`src/rtl/mul_share_arbiter.sv`:
```
// -----------------------------------------------------------------------------
// mul_share_arbiter
//
// Shares one 8x8 unsigned multiplier between NREQ requesters. When idle it
// picks a requester round-robin (search starts one past the last requester
// served). It then latches that requester's operands and pulses mul_en for
// one cycle. It waits for mul_ack, and returns mul_out to the winner with a
// one-cycle done pulse. Every output is a register.
//
// Optional feature macro: MUL_ARB_TIMEOUT_EN
//   Defined   : the WAIT state aborts after TIMEOUT cycles without mul_ack.
//               The abort pulses done and err together and returns result=0.
//   Undefined : WAIT waits indefinitely and err is tied low.
//
// Parameters
//   NREQ     number of requesters (2..8)
//   TIMEOUT  WAIT cycles before abort (timeout build only)
//
// Ports
//   clk      clock, all logic on the rising edge
//   reset    asynchronous active-high reset
//   req      per-requester request level
//   req_a    operand a, requester i at [8i+7:8i]
//   req_b    operand b, same packing as req_a
//   gnt      one-hot owner of the multiplier (ISSUE..WAIT)
//   done     one-hot, one-cycle pulse when result is valid for requester i
//   result   product of the last completed operation, held until next done
//   err      one-cycle abort flag alongside done (timeout build only)
//   mul_a    operand a to the multiplier
//   mul_b    operand b to the multiplier
//   mul_en   one-cycle start strobe to the multiplier
//   mul_out  product from the multiplier
//   mul_ack  completion strobe from the multiplier
// -----------------------------------------------------------------------------
module mul_share_arbiter #(
    parameter int NREQ    = 4,
    parameter int TIMEOUT = 8
) (
    input  logic              clk,
    input  logic              reset,
    input  logic [NREQ-1:0]   req,
    input  logic [NREQ*8-1:0] req_a,
    input  logic [NREQ*8-1:0] req_b,
    output logic [NREQ-1:0]   gnt,
    output logic [NREQ-1:0]   done,
    output logic [15:0]       result,
    output logic              err,
    output logic [7:0]        mul_a,
    output logic [7:0]        mul_b,
    output logic              mul_en,
    input  logic [15:0]       mul_out,
    input  logic              mul_ack
);

    localparam int            PW   = $clog2(NREQ);
    localparam logic [PW-1:0] LAST = PW'(NREQ - 1);

    // Elaborates to nothing for a legal configuration. It records the
    // supported parameter range in one place.
    generate
        if (NREQ < 2 || NREQ > 8 || TIMEOUT < 1) begin : g_param_out_of_range
        end
    endgenerate

    typedef enum logic [1:0] {
        IDLE,
        ISSUE,
        WAIT
    } state_t;

    state_t          state, state_next;
    logic [PW-1:0]   ptr, ptr_next;      // last requester served
    logic [PW-1:0]   owner, owner_next;  // index of the current grant
    logic [NREQ-1:0] gnt_next;
    logic [NREQ-1:0] done_next;
    logic [15:0]     result_next;
    logic [7:0]      mul_a_next;
    logic [7:0]      mul_b_next;
    logic            mul_en_next;
    logic            expire;             // WAIT gave up on mul_ack this cycle

    // -------------------------------------------------------------------------
    // Round-robin search. The walk starts one past ptr and visits every index
    // once, wrapping at NREQ-1. This holds even when NREQ is not a power of two.
    // -------------------------------------------------------------------------
    logic          win_found;
    logic [PW-1:0] win_idx;

    always_comb begin
        logic [PW-1:0] cand;
        cand      = ptr;
        win_found = 1'b0;
        win_idx   = '0;
        for (int k = 0; k < NREQ; k++) begin
            cand = (cand == LAST) ? '0 : cand + 1'b1;
            if (!win_found && req[cand]) begin
                win_found = 1'b1;
                win_idx   = cand;
            end
        end
    end

    // -------------------------------------------------------------------------
    // Optional WAIT timeout. The counter is held at zero outside WAIT, so it
    // starts from zero on every entry to WAIT. An ack in the final cycle wins
    // over the abort.
    // -------------------------------------------------------------------------
`ifdef MUL_ARB_TIMEOUT_EN
    localparam int            CW       = (TIMEOUT > 1) ? $clog2(TIMEOUT) : 1;
    localparam logic [CW-1:0] CNT_LAST = CW'(TIMEOUT - 1);

    logic [CW-1:0] cnt;
    logic          err_q;

    assign expire = (state == WAIT) && !mul_ack && (cnt == CNT_LAST);

    always_ff @(posedge clk or posedge reset) begin
        if (reset) begin
            cnt   <= '0;
            err_q <= 1'b0;
        end else begin
            err_q <= expire;
            if (state != WAIT) begin
                cnt <= '0;
            end else if (!mul_ack && !expire) begin
                cnt <= cnt + 1'b1;
            end
        end
    end

    assign err = err_q;
`else
    assign expire = 1'b0;
    assign err    = 1'b0;
`endif

    // -------------------------------------------------------------------------
    // State and output registers
    // -------------------------------------------------------------------------
    // NOTE: sequential state uses non-blocking assignments. All registers then
    // update together from values computed before the edge, whatever the
    // order in which the simulator evaluates the processes.
    always_ff @(posedge clk or posedge reset) begin
        if (reset) begin
            state  <= IDLE;
            ptr    <= LAST;   // requester 0 wins the first arbitration
            owner  <= '0;
            gnt    <= '0;
            done   <= '0;
            result <= '0;
            mul_a  <= '0;
            mul_b  <= '0;
            mul_en <= 1'b0;
        end else begin
            state  <= state_next;
            ptr    <= ptr_next;
            owner  <= owner_next;
            gnt    <= gnt_next;
            done   <= done_next;
            result <= result_next;
            mul_a  <= mul_a_next;
            mul_b  <= mul_b_next;
            mul_en <= mul_en_next;
        end
    end

    // -------------------------------------------------------------------------
    // Next-state and next-output logic
    // -------------------------------------------------------------------------
    // NOTE: every signal is assigned a default before the case statement, so
    // no path leaves a value unassigned and no latch can be inferred. Registered
    // values hold by default. The pulses done and mul_en default to low.
    always_comb begin
        state_next  = state;
        ptr_next    = ptr;
        owner_next  = owner;
        gnt_next    = gnt;
        done_next   = '0;
        result_next = result;
        mul_a_next  = mul_a;
        mul_b_next  = mul_b;
        mul_en_next = 1'b0;

        case (state)
            IDLE: begin
                gnt_next = '0;
                if (win_found) begin
                    // Operands are captured only here. Later changes on
                    // req_a/req_b cannot disturb the operation in flight.
                    mul_a_next        = req_a[{win_idx, 3'b000} +: 8];
                    mul_b_next        = req_b[{win_idx, 3'b000} +: 8];
                    gnt_next[win_idx] = 1'b1;
                    owner_next        = win_idx;
                    mul_en_next       = 1'b1;
                    state_next        = ISSUE;
                end
            end

            ISSUE: begin
                // mul_en drops by default after its single cycle.
                state_next = WAIT;
            end

            WAIT: begin
                // Completion does not depend on req. A requester that has
                // dropped its request still gets its done pulse.
                if (mul_ack || expire) begin
                    result_next = expire ? 16'd0 : mul_out;
                    done_next   = gnt;
                    ptr_next    = owner;
                    gnt_next    = '0;
                    state_next  = IDLE;
                end
            end

            default: begin
                state_next = IDLE;
                gnt_next   = '0;
            end
        endcase
    end

endmodule
```
`config.mk`:
```
export PLATFORM = sky130hd
export DESIGN_NAME = mul_share_arbiter
export DESIGN_NICKNAME = d
export VERILOG_FILES = /design/src/rtl/mul_share_arbiter.sv
export SDC_FILE = /design/constraint.sdc
export NUM_CORES = 1
export LEC_CHECK = 0
export CORE_MARGIN = 2
export CORE_UTILIZATION = 35
export CTS_CLUSTER_DIAMETER = 40
export DETAILED_ROUTE_END_ITERATION = 8
export PLACE_DENSITY = 0.78
export SYNTH_ARGS = -nofsm -noshare
export SYNTH_HDL_FRONTEND = slang
export SYNTH_SLANG_ARGS = --single-unit
```
`constraint.sdc`:
```
create_clock -name clk -period 3.25 [get_ports clk]
set_input_delay 0.325 -clock clk [delete_from_list [all_inputs] [get_ports clk]]
set_output_delay 0.325 -clock clk [all_outputs]
set_load 0.005 [all_outputs]
```
After elaboration in Yosys (flattened, before gate mapping) --
Cells that the tools add are included.
Cells by class: $add $sub $neg 4, $lt $le $gt $ge 6, equal/unequal tests 8, shifts and indexed selects 2, multiplexer cells 32, bitwise logic cells 1, reduce and logical (&&, ||, !) cells 12
Operator list (count):
- $shiftx 32x6->8 | 2
- $mux 2 | 10
- $mux 4 | 4
- $lt 2x3->1 const B | 5
- $pmux 4 s3 | 1
- $mux 1 | 11
- $eq 2x2->1 const B | 5
- $add 2x1->2 const B | 4
- $bmux 1 s2 | 4
- $reduce_and 2->1 | 4
- $pmux 2 s3 | 1
- $logic_and 1x1->1 | 4
- $ne 2x2->1 const B | 2
- $logic_not 1->1 | 3
- $demux 1 s2 | 1
- $eq 2x1->1 const B | 1
- $ge 2x1->1 const B | 1
- $logic_not 2->1 | 1
- $not 1->1 | 1
Storage, ports and cells: bits in registers 47, bits of input ports 87, word-level logic and storage cells 74

Longest topological paths before layout --
word-level depth 20, gate-level depth with buffers 10

Least setup slack after synthesis --
Ideal clock, no wire load.
kind flip-flop to flip-flop, start reg ptr[0], end reg mul_b[7], arrival time 2299 ps, data required time 3114 ps, slack 815 ps, cell stages (with the launch flop) 10, buffers on the path 2, period minus slack after synthesis 2435 ps, cell sequence dfstp_2 > ha_1 > buf_2 > and2_4 > o31a_1 > o32ai_4 > nand3_4 > buf_6 > a211oi_2 > a211oi_2
On the way: word-level cells in the longest chain between the ends 15, elaborated cells on any way between the ends 36, classes of those cells add/sub: 4; eq/ne: 4; shift: 1; mux: 20; reduce/logical: 7
RTL lines:
- from (decl) | RTL line 72 | logic [PW-1:0] ptr, ptr_next;
- from (signal assigned) | RTL line 156 | ptr <= ptr_next;
- $add 2x1->2 / $eq 2x2->1 (equally long branches) | RTL line 95 | cand = (cand == LAST) ? '0 : cand + 1'b1;
- $mux 2 * | RTL line 95
- branches (longest 13 deep; another with $add 2x1->2)
- to (signal assigned) | RTL line 162 | mul_b <= mul_b_next;
- to (decl) | RTL line 49 | output logic [7:0] mul_b,
Every way passes the cells marked *. The select of a mux whose other input is x is not followed. A chain may end at the register's enable or synchronous reset.

Worst setup path in the final report --
start reg ptr[0], end reg mul_a[2]
On the way: word-level cells in the longest chain between the ends 15, elaborated cells on any way between the ends 36, classes of those cells add/sub: 4; eq/ne: 4; shift: 1; mux: 20; reduce/logical: 7
RTL lines:
- $add 2x1->2 / $eq 2x2->1 (equally long branches) | RTL line 95
- $mux 2 * | RTL line 95
- branches (longest 13 deep; another with $add 2x1->2)
- to (signal assigned) | RTL line 161 | mul_a <= mul_a_next;
- to (decl) | RTL line 48 | output logic [7:0] mul_a,
Marked as above.

==> results.cfg <==
[flow_run]
maxCapViolations = 0

[global_routing]
grt_pass1_wl_mm = 11.9
grt_max_degree = 48
grt_pass1_vias = 2461
grt_overflow = 0
grt.total_usage_pct = 17.5
antenna_found_initial = 0

[worst_setup_path]
critical_path_buf_inv_count = 1
cp-start-kind = register
cpPeakStageDelay_ns = 0.73
required_ns = 3.41
r2r_cells = 8
crit_slowest_cell = dfstp_2
setup.worst_path.class = register to register
crit_path_frequent_cell = a211oi_1
timing.rr.end = mul_a[2]$_DFFE_PP0P_
r2r-start = ptr[0]$_DFFE_PP1P_
critical_path.max_fanout = 19
critPathTopFamily = compound AO/OA/AOI/OAI gates
endpoint_kind = register
rrSetupSlack_ns = 0.31
path_cells = ha_1 > buf_4 > and2_4 > o31a_1 > o32ai_4 > nand3_4 > a211oi_1 > a211oi_1
critical_path_arrival_ns = 3.10

[floorplanning]
num_rows = 31
start_util_pct = 36.6
die-area_um2 = 8370
die_h_um = 91.5
core_area_um2 = 7330
die_x_um = 91.5
io-pin-count = 129

[clock_network]
clk-insertion-delay-late_ns = 0.31
cts_tree = built
clock-sinks = 47
clk_pin_slew_ns = 0.10
htree_levels = 2
cts_buffers = 5
cts.hold.buffers_added = 0
cts_root_buf = clkbuf_8
clk_path_buf_depth = 2

[cells_and_area]
mostFrequentLayoutCells = 127 x clkdlybuf4s50_1, 45 x dfrtp_1, 23 x nor2_1
nFillCells = 598
seq_area_um2 = 1180
area_delta_synth_final_pct = 55.4
fin_area_um2 = 4170
final_common_cell = clkdlybuf4s50_1
multi_input_area_um2 = 1350
diodes = 0
nets = 455
drive_above_1_share_pct = 18.5
stdcell_count = 467

[timing]
fmax_ghz = 0.340
skew_ns = 0.0113
final-setup-viol-count = 0
slew-limit-headroom_pct = 36.5
tightest_slew_ns = 0.950
whs_ns = 0.509
timing.final.crit_share_pct = 90.4
setup_ws_ns = 0.313
maxSlewViolCount = 0
final_hold_viol_count = 0
final.min_clock_period_ns = 2.94
rsz0062_at_grt = no

[hold_path]
whs_endpoint = result[14]$_DFFE_PP0P_
min_from = result[14]$_DFFE_PP0P_
hp-class = register to register
holdPathStages = 1

[place]
hpwl_mm = 5.33
placed_cell_area_um2 = 4010
gp_congestion = 0.782
portBuffers = 127
dp_slack_ns = -0.0387
numPlacedInstances = 459

[routing]
wire_per_inst_um = 15.4
via_per_inst = 5.14
drc = 0
vias = 2400
routed_wl_mm = 7.21
drt_iter0_drc = 131
firstDrtPassIters = 4
ant_nets = 0

[logic_synthesis]
ys_seq_area_share_pct = 44.0
ys_types = 45
avgSynthCellArea_um2 = 10.9
ys_seq_elements = 47
syn_area_um2 = 2680
synth_cells = 245
synthTopCellsByArea = dfrtp_1 42%, mux2_2 8.0%, a211oi_2 7.0%
ys_warn_count = 0
synth_top_area_share_pct = 42.0
syn_nets = 333
synth.largest_area_cell = dfrtp_1

[power_and_ir_drop]
powerDensity_nw_per_um2 = 893
power_mw = 3.72
p_leak_nw = 1.63
peakVddDrop_v = 0.000501

[outcome]
status = finished, final reports clean
-- registers in the layout, indices dropped and copies added, names as in the netlist --
| name | flops |
|---|---|
| mul_b | 8 |
| result | 16 |
| state | 2 |
| mul_en | 1 |
| mul_a | 8 |
| gnt | 4 |
| done | 4 |
| ptr | 2 |
| owner | 2 |
-- routing by layer --
| metal | GRT usage, % | wire length [um] | up-vias |
|---|---|---|---|
| met1 | 22.2 | 2960 | 1128 |
| met2 | 29.0 | 3550 | 114 |
| met5 | 0 | 0 | - |
| li1 | - | - | 1149 |
| met4 | 5.30 | 103 | 0 |
| met3 | 4.65 | 604 | 9 |
-- stage by stage --
stage / utilization [%] / TNS [ns]
floorplan: - / 0
global placement: 54.6 / 0
detailed placement: 54.6 / -0.161
CTS: 56.6 / 0
global route: 56.8 / 0
finish: 56.8 / 0
-- layout make-up --
class	count	area share (%)
Clock buffer	5	1.65
Clock inverter	3	1.71
Inverter	9	0.811
Multi-Input combinational cell	168	32.4
Sequential cell	47	28.3
Tap cell	99	2.97
Timing Repair Buffer	136	32.1
-- power breakdown --
group | leakage [nW] | internal [mW] | switching (mW) | total, mW
Combinational | 1.00 | 1.13 | 1.03 | 2.16
Sequential | 0.558 | 0.868 | 0.167 | 1.03
Clock | 0.0703 | 0.312 | 0.217 | 0.529
-- cells by family after synthesis --
family	Yosys count	synth area share (%)
and+or+nand+nor	61	12.4
muxes	35	14.0
other	1	0.140
AOI/OAI and AO/OA	70	22.5
buffers and inverters	30	6.58
adders and majority gates	1	0.467
DFF	47	44.0
-- synthesized netlist by cell type (all sizes together) --
master	number
o311ai	1
a211oi	32
nor4	3
nor2	24
nand2	6
dfstp	2
nand3	18
o32ai	2
nor2b	1
a21oi	20
nor4b	1
mux2	19
o31a	1
a2111oi	1
a21o	1
and2	1
o21ai	5
nor3b	1
o211ai	1
conb	1
nand4bb	1
nor3	3
nand3b	2
mux2i	16
a22o	2
a21boi	2
clkbuf	5
o31ai	2
inv	9
buf	16
ha	1
dfrtp	45
-- worst max-delay path by stage --
stage | startpoint | end | cells after the start
after floorplan | ptr[0]$_DFFE_PP1P_ | mul_b[7]$_DFFE_PP0P_ | 9
after global placement | req[2] | mul_a[1]$_DFFE_PP0P_ | 6
after detailed placement | ptr[0]$_DFFE_PP1P_ | mul_b[5]$_DFFE_PP0P_ | 8
after CTS | ptr[0]$_DFFE_PP1P_ | mul_b[6]$_DFFE_PP0P_ | 8
after global routing | ptr[0]$_DFFE_PP1P_ | mul_a[2]$_DFFE_PP0P_ | 8
final | ptr[0]$_DFFE_PP1P_ | mul_a[2]$_DFFE_PP0P_ | 8
-- repair_timing --
| item | 4_1_cts | 5_1_grt |
|---|---|---|
| setup buffers | 0 | 0 |
| setup endpoints to repair | 5 | 2 |
| gates cloned | 0 | 0 |
| resized for setup | 1 | 2 |
(Power assumes the default switching activity.)
